`src/rtl/conv_pkg.sv`:
```
// Shared defaults and helpers for the convolution window sequencer.
package conv_pkg;

  localparam int unsigned ADDR_W_DEF  = 4;
  localparam int unsigned PARAM_W_DEF = 4;

  // A zero stride or filter size would stall the window; treat it as 1.
  function automatic int unsigned clamp_one(input int unsigned v);
    return (v == 0) ? 1 : v;
  endfunction

endpackage

```
`src/rtl/wrap_counter.sv`:
```
// Counter with clear/load/increment that wraps to zero after reaching max_i.
module wrap_counter #(
  parameter int unsigned Width = 4
) (
  input  logic             clk,
  input  logic             rst,
  input  logic             clear_i,
  input  logic             load_i,
  input  logic [Width-1:0] load_val_i,
  input  logic             inc_i,
  input  logic [Width-1:0] max_i,
  output logic [Width-1:0] count_o,
  output logic             tc_o
);

  logic [Width-1:0] count_q, count_d;

  assign tc_o    = (count_q == max_i);
  assign count_o = count_q;

  always_comb begin
    count_d = count_q;
    if (clear_i) begin
      count_d = '0;
    end else if (load_i) begin
      count_d = load_val_i;
    end else if (inc_i) begin
      count_d = tc_o ? '0 : count_q + Width'(1);
    end
  end

  always_ff @(posedge clk) begin
    if (rst) begin
      count_q <= '0;
    end else begin
      count_q <= count_d;
    end
  end

endmodule

```
`src/rtl/conv_window_sequencer.sv`:
```
// Tap/window/filter sequencing and scratchpad addressing for the convolution datapath.
module conv_window_sequencer
  import conv_pkg::*;
#(
  parameter int unsigned ADDR_W      = ADDR_W_DEF,
  parameter int unsigned PARAM_W     = PARAM_W_DEF,
  parameter int unsigned NUM_FILTERS = 4
) (
  input  logic                clk,
  input  logic                rst,
  input  logic [PARAM_W-1:0]  stride_in,
  input  logic [PARAM_W-1:0]  filter_size_in,
  input  logic                ld_stride,
  input  logic                ld_filterSize,
  input  logic                put_data,
  input  logic                put_filter,
  input  logic                next_filter,
  input  logic                next_row,
  input  logic [ADDR_W:0]     row_len,
  input  logic [ADDR_W:0]     data_level,
  input  logic [ADDR_W:0]     filter_level,
  output logic [ADDR_W-1:0]   data_raddr,
  output logic [ADDR_W-1:0]   filter_raddr,
  output logic                av_data,
  output logic                av_filter,
  output logic                co_filter,
  output logic                end_of_row,
  output logic                end_of_filter,
  output logic                row_done
);

  localparam int unsigned FiltW = (NUM_FILTERS > 1) ? $clog2(NUM_FILTERS) : 1;
  // Wide enough that win_base + fsize never wraps.
  localparam int unsigned EorW  = (ADDR_W + 2 > PARAM_W + 1) ? ADDR_W + 2 : PARAM_W + 1;

  logic [PARAM_W-1:0] stride_q, stride_d, fsize_q, fsize_d;
  logic [ADDR_W-1:0]  win_base_q, win_base_d, filt_base_q, filt_base_d;
  logic               co_filter_q, co_filter_d, row_done_q, row_done_d;
  logic [PARAM_W-1:0] tap;
  logic [FiltW-1:0]   filt_idx;
  logic               tap_tc, filt_tc;
  logic               ld_any, take_row, take_filter, take_accept;

  assign ld_any      = ld_stride | ld_filterSize;
  assign take_row    = !ld_any && next_row;
  assign take_filter = !ld_any && !next_row && next_filter;
  assign take_accept = !ld_any && !next_row && !next_filter && put_data && put_filter;

  wrap_counter #(
    .Width (PARAM_W)
  ) u_tap (
    .clk        (clk),
    .rst        (rst),
    .clear_i    (ld_any | next_row | next_filter),
    .load_i     (1'b0),
    .load_val_i ('0),
    .inc_i      (take_accept),
    .max_i      (fsize_q - PARAM_W'(1)),
    .count_o    (tap),
    .tc_o       (tap_tc)
  );

  wrap_counter #(
    .Width (FiltW)
  ) u_filt_idx (
    .clk        (clk),
    .rst        (rst),
    .clear_i    (take_row),
    .load_i     (1'b0),
    .load_val_i ('0),
    .inc_i      (take_filter),
    .max_i      (FiltW'(NUM_FILTERS - 1)),
    .count_o    (filt_idx),
    .tc_o       (filt_tc)
  );

  always_comb begin
    stride_d    = stride_q;
    fsize_d     = fsize_q;
    win_base_d  = win_base_q;
    filt_base_d = filt_base_q;
    if (ld_stride)     stride_d = PARAM_W'(clamp_one(32'(stride_in)));
    if (ld_filterSize) fsize_d  = PARAM_W'(clamp_one(32'(filter_size_in)));
    if (ld_any) begin
      win_base_d = '0;
    end else if (next_row) begin
      win_base_d  = '0;
      filt_base_d = '0;
    end else if (next_filter) begin
      win_base_d  = '0;
      filt_base_d = filt_base_q + ADDR_W'(fsize_q);
    end else if (take_accept && tap_tc) begin
      win_base_d = win_base_q + ADDR_W'(stride_q);
    end
    co_filter_d = take_accept && tap_tc;
    row_done_d  = take_row;
  end

  always_ff @(posedge clk) begin
    if (rst) begin
      stride_q    <= PARAM_W'(1);
      fsize_q     <= PARAM_W'(1);
      win_base_q  <= '0;
      filt_base_q <= '0;
      co_filter_q <= 1'b0;
      row_done_q  <= 1'b0;
    end else begin
      stride_q    <= stride_d;
      fsize_q     <= fsize_d;
      win_base_q  <= win_base_d;
      filt_base_q <= filt_base_d;
      co_filter_q <= co_filter_d;
      row_done_q  <= row_done_d;
    end
  end

  assign data_raddr    = win_base_q + ADDR_W'(tap);
  assign filter_raddr  = filt_base_q + ADDR_W'(tap);
  assign end_of_row    = (EorW'(win_base_q) + EorW'(fsize_q)) > EorW'(row_len);
  assign av_data       = ({1'b0, data_raddr} < data_level) && !end_of_row;
  assign av_filter     = {1'b0, filter_raddr} < filter_level;
  assign end_of_filter = filt_tc;
  assign co_filter     = co_filter_q;
  assign row_done      = row_done_q;

endmodule

```
`config.mk`:
```
export PLATFORM = sky130hd
export DESIGN_NAME = conv_window_sequencer
export DESIGN_NICKNAME = d
export VERILOG_FILES = /design/src/rtl/conv_pkg.sv /design/src/rtl/wrap_counter.sv /design/src/rtl/conv_window_sequencer.sv
export SDC_FILE = /design/constraint.sdc
export NUM_CORES = 1
export LEC_CHECK = 0
export CAP_MARGIN = 20
export CELL_PAD_IN_SITES_DETAIL_PLACEMENT = 0
export CELL_PAD_IN_SITES_GLOBAL_PLACEMENT = 1
export CORE_UTILIZATION = 40
export DETAILED_ROUTE_END_ITERATION = 7
export GPL_TIMING_DRIVEN = 0
export PLACE_DENSITY_LB_ADDON = 0.1
export SLEW_MARGIN = 0
export SYNTH_ARGS = -nofsm -noshare
export SYNTH_HDL_FRONTEND = slang
export SYNTH_HIERARCHICAL = 1
export SYNTH_SLANG_ARGS = --single-unit
```
`constraint.sdc`:
```
create_clock -name clk -period 7 [get_ports clk]
set_input_delay 1.4 -clock clk [delete_from_list [all_inputs] [get_ports clk]]
set_output_delay 1.4 -clock clk [all_outputs]
set_load 0.05 [all_outputs]
```
==> impl_results.md, run 1 <==
* Outcome: finished, final reports clean
* Vias in the first global route at between 1500 and 2000
* Highest clock rate at 203 MHz
* Die Area at 5320 um2
* Post-synth cell types at 44
* Detailed-router iteration count before antenna repair at 4
* Max-slew headroom at 0.575
* Sum Neg Setup Slack at 0 ns
* Critical path class: in2out
* Clk_lat worst skew at 0.28 ns
* CP bufs+invs at 3
* FILL cells at 464
* Hpwl dp at about 3300 um
* Hold slack at 0.508 ns
* Top Ports at 45
* CTS root buf: clkbuf_8
* DRC errors left at 0
* Post-Synthesis Cells at 232
* N_diodes at 0
* Slew @ Worst Pin at 0.629 ns
* Initial core utilization at 0.421
* Reg area at 480 um2
* EDFF count, synth at 0
* Period utilization at 0.703
* Hold_buf cts at 0
* Average size of a mapped cell at 8.68 um2
* Final std cells w/o fill at 360
* CTS Sinks at 24
* # setup viols final at 0
* Unrepaired setup endpoints after global routing: no
* TritonCTS clock tree: done
* Total CTS buffers at 3
* Delay-heaviest family, CP: buffers and inverters
* Pin count of the biggest net entering global routing at 14
* Die H at roughly 73 um
* Area share of the largest cell type after synthesis at 0.239
* 1st-iter DRT viols at 35
* Fin Clk Skew at 0.0102 ns
* Nets at 359
* Crit. End Element: primary output
* Max VDD drop at 0.0718 mV
* Commonest non-fill, non-tap cell in the layout: clkdlybuf4s50_1
* Crit-path slowest cell: clkdlybuf4s50_1
* Vias per cell at 4.71
* Post-synthesis sequential area ratio at 0.239
* FP Rows at 25
* Post-CTS Resized at 0
* CP Data Arrival Time at 3.52 ns
* CP Max Fanout at 2
* Vias at 1696
* PwrDens at 122 nW/um2
* PortBufs at 42
* Commonest cells after routing, fill and taps aside: clkdlybuf4s50_1, ha_1, inv_1
* Final ANT Viol Nets at 0
* H-tree depth at 1
* CTS clock-pin slew for the worst setup and hold paths at 0.08 ns
* Antenna violations before repair at 0
* Leak at between 1 and 1.5 nW
* Post-CTS setup buffer count at 0
* Top cells by area, synth: dfxtp_1, ha_1, xor2_1, fa_1, inv_1
* Die X at 72.9 um
* Final hold vios at 0
* Final slew viol count at 0
* Placed instance count at between 300 and 400
* Slowest stage delay, CP at around 0.80 ns
* GP Congestion at around 0.75
* Layout cells sized above 1 at 0.0512
* Ys async rst share at 0
* Biggest area consumer among synthesized cells: dfxtp_1
* Global-route wire length before repair at approximately 6900 um
* GRT Total Usage at 0.166
* Total Wirelength at 4020 um
* Hold Crit Class: reg2reg
* Routed wire per std cell at roughly 11 um
* Ys Warns at 6
* WP data required at about 5.6 ns
* Most used cell, CP: clkdlybuf4s50_1
* Gr ovfl total at 0
* CP startpoint kind: primary input
* CORE AREA at 4790 um2
* CTS Buffer Depth at 2
* Post-synth top flop: dfxtp_1
* Area grow syn2layout at 30.6%
* MaxCap Viol Count at 0
* Netlist Area Pre-Place at 2010 um2
* Min cycle time layout at 4.92 ns
* Count of state elements after synthesis at 24
* Multi-input logic area at 1460 um2
* Worst path cell trace: clkdlybuf4s50_1 > inv_1 > ha_1 > a21o_1 > a21oi_1 > a32oi_1 > nor2_1 > clkdlybuf4s50_1
## report_power, final
group | total (mW) | internal (mW) | switching (mW)
clock | 0.0987 | 0.0504 | 0.0483
combinational | 0.0764 | 0.0376 | 0.0388
sequential | 0.146 | 0.141 | 0.00516
total | 0.321 | 0.229 | 0.0923
## worst reg2reg max path, cell delays in order, from the launching register on
cell and delay (ns):
dfxtp_1 0.48, inv_1 0.13, ha_1 0.29, inv_1 0.04, xor2_1 0.17, nor4_1 0.29, inv_1 0.05, or3_1 0.38
buf_2 0.18, or3_1 0.32, a21oi_1 0.14
## final cells by class
cell class / count / share of cell area
multi-input combinational: 191 / 0.554
sequential: 24 / 0.183
timing repair buffer: 43 / 0.162
inverter: 26 / 0.0371
tap: 67 / 0.0319
clock buffer: 4 / 0.0209
buffer: 5 / 0.0119
## worst paths after layout
kind	startpoint	end	slack, ns	depth (start not counted)
worst max register to register	fsize_q[1]$_SDFFE_PP0P_	win_base_q[3]$_SDFFE_PP0P_	4.45	10
worst min-delay path	stride_q[0]$_SDFFE_PP1P_	stride_q[0]$_SDFFE_PP1P_	0.51	2
worst max-delay path	row_len[3]	av_data	2.08	8
worst min register to register	stride_q[0]$_SDFFE_PP1P_	stride_q[0]$_SDFFE_PP1P_	0.51	2
## sequential cells by signal, indices dropped and copies added, names as in the netlist
| signal | flops |
|---|---|
| fsize_q | 4 |
| win_base_q | 4 |
| u_filt_idx/count_o | 2 |
| stride_q | 4 |
| row_done | 1 |
| filt_base_q | 4 |
| co_filter | 1 |
| u_tap/count_o | 4 |
## per-stage QoR
stage / instance area (um2) / power (mW) / utilization / worst slack [ns]
6_report: 2630 / 0.321 / 0.550 / 2.08
3_3_place_gp: 2570 / 0.225 / 0.537 / 2.08
2_1_floorplan: 2070 / 0.196 / - / 2.30
4_1_cts: 2630 / 0.325 / 0.548 / 2.05
3_5_place_dp: 2570 / 0.226 / 0.537 / 2.05
5_1_grt: 2630 / 0.338 / 0.550 / 1.95
## layer usage
metal	GRT usage	wire, um	part of all wire
met4	0.0523	50	0.012
met1	0.227	2170	0.54
met5	0	0	0
met2	0.270	1670	0.42
met3	0.0249	133	0.033
## kinds of logic after synthesis
group | Yosys count | share of synthesized area
xor+xnor | 22 | 0.0957
flops | 24 | 0.239
fa+ha+maj | 34 | 0.230
compound gates | 49 | 0.169
simple gates | 63 | 0.164
other cells | 2 | 0.00373
buf+inv | 31 | 0.0640
mux | 7 | 0.0348
## cells in the mapped netlist (3+ instances only)
master     n
o21ai_0    8
ha_1      29
mux2i_1    7
nand2_1    6
a21oi_1   15
xor2_1    16
xnor2_1    6
nand2b_1   5
nor3b_1    4
nor2b_1    4
nor3_1     5
o211ai_1   3
nor2_1    23
fa_1       5
dfxtp_1   24
inv_1     25
a21o_1    11
or3_1      3
No activity file was read; power rests on OpenSTA's default activity.
==> run 2, diff against run 1 <==
--- a/config.mk
+++ b/config.mk
@@ -8,7 +8,7 @@
 export CAP_MARGIN = 20
 export CELL_PAD_IN_SITES_DETAIL_PLACEMENT = 0
 export CELL_PAD_IN_SITES_GLOBAL_PLACEMENT = 1
-export CORE_UTILIZATION = 40
+export CORE_UTILIZATION = 38
 export DETAILED_ROUTE_END_ITERATION = 7
 export GPL_TIMING_DRIVEN = 0
 export PLACE_DENSITY_LB_ADDON = 0.1
==> constraint.sdc (replaced) <==
create_clock -name clk -period 4.8 [get_ports clk]
set_input_delay 0.96 -clock clk [delete_from_list [all_inputs] [get_ports clk]]
set_output_delay 0.96 -clock clk [all_outputs]
set_load 0.05 [all_outputs]
==> impl_results.md, run 2 (same netlist as run 1, synthesis figures left out) <==
* Outcome: finished, final reports clean
* Crit. End Element: primary output
* Gr ovfl total at 0 (unchanged)
* GRT Total Usage at 0.161 (-0.00505)
* Final slew viol count at 0 (unchanged)
* Total Wirelength at 4030 um (+0.45%)
* Crit-path slowest cell: clkdlybuf4s50_1
* MaxCap Viol Count at 0 (unchanged)
* Max-slew headroom at 0.527 (-0.0472)
* Worst path cell trace: ha_1 > fa_1 > a21o_1 > a21o_1 > ha_1 > and3_1 > o21ai_0 > a32oi_1 > clkdlybuf4s50_1
* Slowest stage delay, CP at 0.84 ns (+0.04 ns)
* CTS Sinks at 24 (unchanged)
* Top Ports at 45 (unchanged)
* Routed wire per std cell at 11.1 um (-0.38%)
* Die X at 74.8 um (+2.5%)
* PwrDens at 191 nW/um2 (+57%)
* Unrepaired setup endpoints after global routing: no
* Initial core utilization at 0.394 (-0.0265)
* WP data required at 3.84 ns (-1.76 ns)
* Hold Crit Class: reg2reg
* Post-CTS Resized at 0 (unchanged)
* Die H at 74.8 um (+2.5%)
* Min cycle time layout at 4.16 ns
* Final hold vios at 0 (unchanged)
* # setup viols final at 0 (unchanged)
* Layout cells sized above 1 at 0.0512 (unchanged)
* Hpwl dp at 3330 um (+2.1%)
* Vias per cell at 4.71 (about the same)
* CTS clock-pin slew for the worst setup and hold paths at 0.09 ns (about the same)
* Vias in the first global route at 1552 (+0.13%)
* DRC errors left at 0 (unchanged)
* Final ANT Viol Nets at 0 (unchanged)
* Sum Neg Setup Slack at 0 ns (unchanged)
* Pin count of the biggest net entering global routing at 15 (+1)
* CP startpoint kind: flop
* Critical path class: reg2out
* Slew @ Worst Pin at 0.699 ns (+0.0698 ns)
* Post-CTS setup buffer count at 0 (unchanged)
* Max VDD drop at 0.110 mV (+53%)
* Antenna violations before repair at 0 (unchanged)
* Delay-heaviest family, CP: adder cells
* Nets at 359 (unchanged)
* Global-route wire length before repair at 6970 um (+1.6%)
* CP Data Arrival Time at 3.20 ns (-0.32 ns)
* H-tree depth at 1 (unchanged)
* CORE AREA at 5110 um2 (+6.7%)
* Die Area at 5590 um2 (+5.1%)
* Clk_lat worst skew at 0.27 ns (about the same)
* Commonest non-fill, non-tap cell in the layout: clkdlybuf4s50_1
* Period utilization at 0.867
* GP Congestion at 0.743 (-1.0%)
* Hold_buf cts at 0 (unchanged)
* Fin Clk Skew at 0.00237 ns (-0.00786 ns)
* Leak at 1.31 nW (+0.59%)
* CTS root buf: clkbuf_8
* CP Max Fanout at 4 (+2)
* CP bufs+invs at 1 (-2)
* PortBufs at 42 (unchanged)
* CTS Buffer Depth at 2 (unchanged)
* Total CTS buffers at 3 (unchanged)
* FP Rows at 26 (+4.0%)
* Commonest cells after routing, fill and taps aside: clkdlybuf4s50_1, ha_1, inv_1
* Area grow syn2layout at 31.6%
* 1st-iter DRT viols at 44 (+26%)
* TritonCTS clock tree: done
* Tot Pwr at 506 uW (+58%)
* Highest clock rate at 240 MHz
* N_diodes at 0 (unchanged)
* Detailed-router iteration count before antenna repair at 4 (unchanged)
* Vias at 1709 (+0.77%)
-- run 2: metal layers --
metal / global-route usage / routed length (um)
met3: 0.0254 / 139
met4: 0.0440 / 44
met5: 0 / 0
met1: 0.225 / 2150
met2: 0.257 / 1700
-- run 2: final cells by class --
| cell class | count | area [um2] |
|---|---|---|
| fill | 516 | 2460 |
| tap | 70 | 87.6 |
| clock inverter | 1 | 30.0 |
| timing repair buffer | 43 | 425 |
| sequential | 24 | 480 |
| buffer | 5 | 31.3 |
| clock buffer | 3 | 41.3 |
| multi-input combinational | 191 | 1460 |
| inverter | 26 | 97.6 |
-- run 2: power by group --
part           leakage [nW]  switching [mW]  internal [mW]
registers             0.196         0.00742          0.205
logic                  1.08          0.0569         0.0548
clock network        0.0357          0.0703          0.112
-- run 2: final timing paths --
kind	start	to	slack [ns]	cells past startpoint
hold reg to reg	stride_q[0]$_SDFFE_PP1P_	stride_q[0]$_SDFFE_PP1P_	0.49	2
setup / recovery	fsize_q[0]$_SDFFE_PP1P_	end_of_row	0.64	9
hold / removal	stride_q[0]$_SDFFE_PP1P_	stride_q[0]$_SDFFE_PP1P_	0.49	2
setup reg to reg	fsize_q[1]$_SDFFE_PP0P_	win_base_q[3]$_SDFFE_PP0P_	2.27	10
-- run 2: worst min-delay path, cell delays in order (launching register included) --
cell	delay, ns
dfxtp_1	0.34
o21ai_0	0.07
nand2_1	0.05
-- run 2: metrics by stage --
| step | worst slack (ns) | utilization | std cells | cell area [um2] | hold slack (ns) |
|---|---|---|---|---|---|
| CTS | 0.593 | 0.519 | 363 | 2650 | 0.499 |
| global route | 0.394 | 0.519 | 363 | 2650 | 0.549 |
| finish | 0.637 | 0.519 | 363 | 2650 | 0.489 |
| floorplan | 0.665 | - | 246 | 2070 | 0.450 |
| global placement | 0.759 | 0.504 | 358 | 2570 | 0.472 |
| detailed placement | 0.760 | 0.505 | 359 | 2580 | 0.477 |
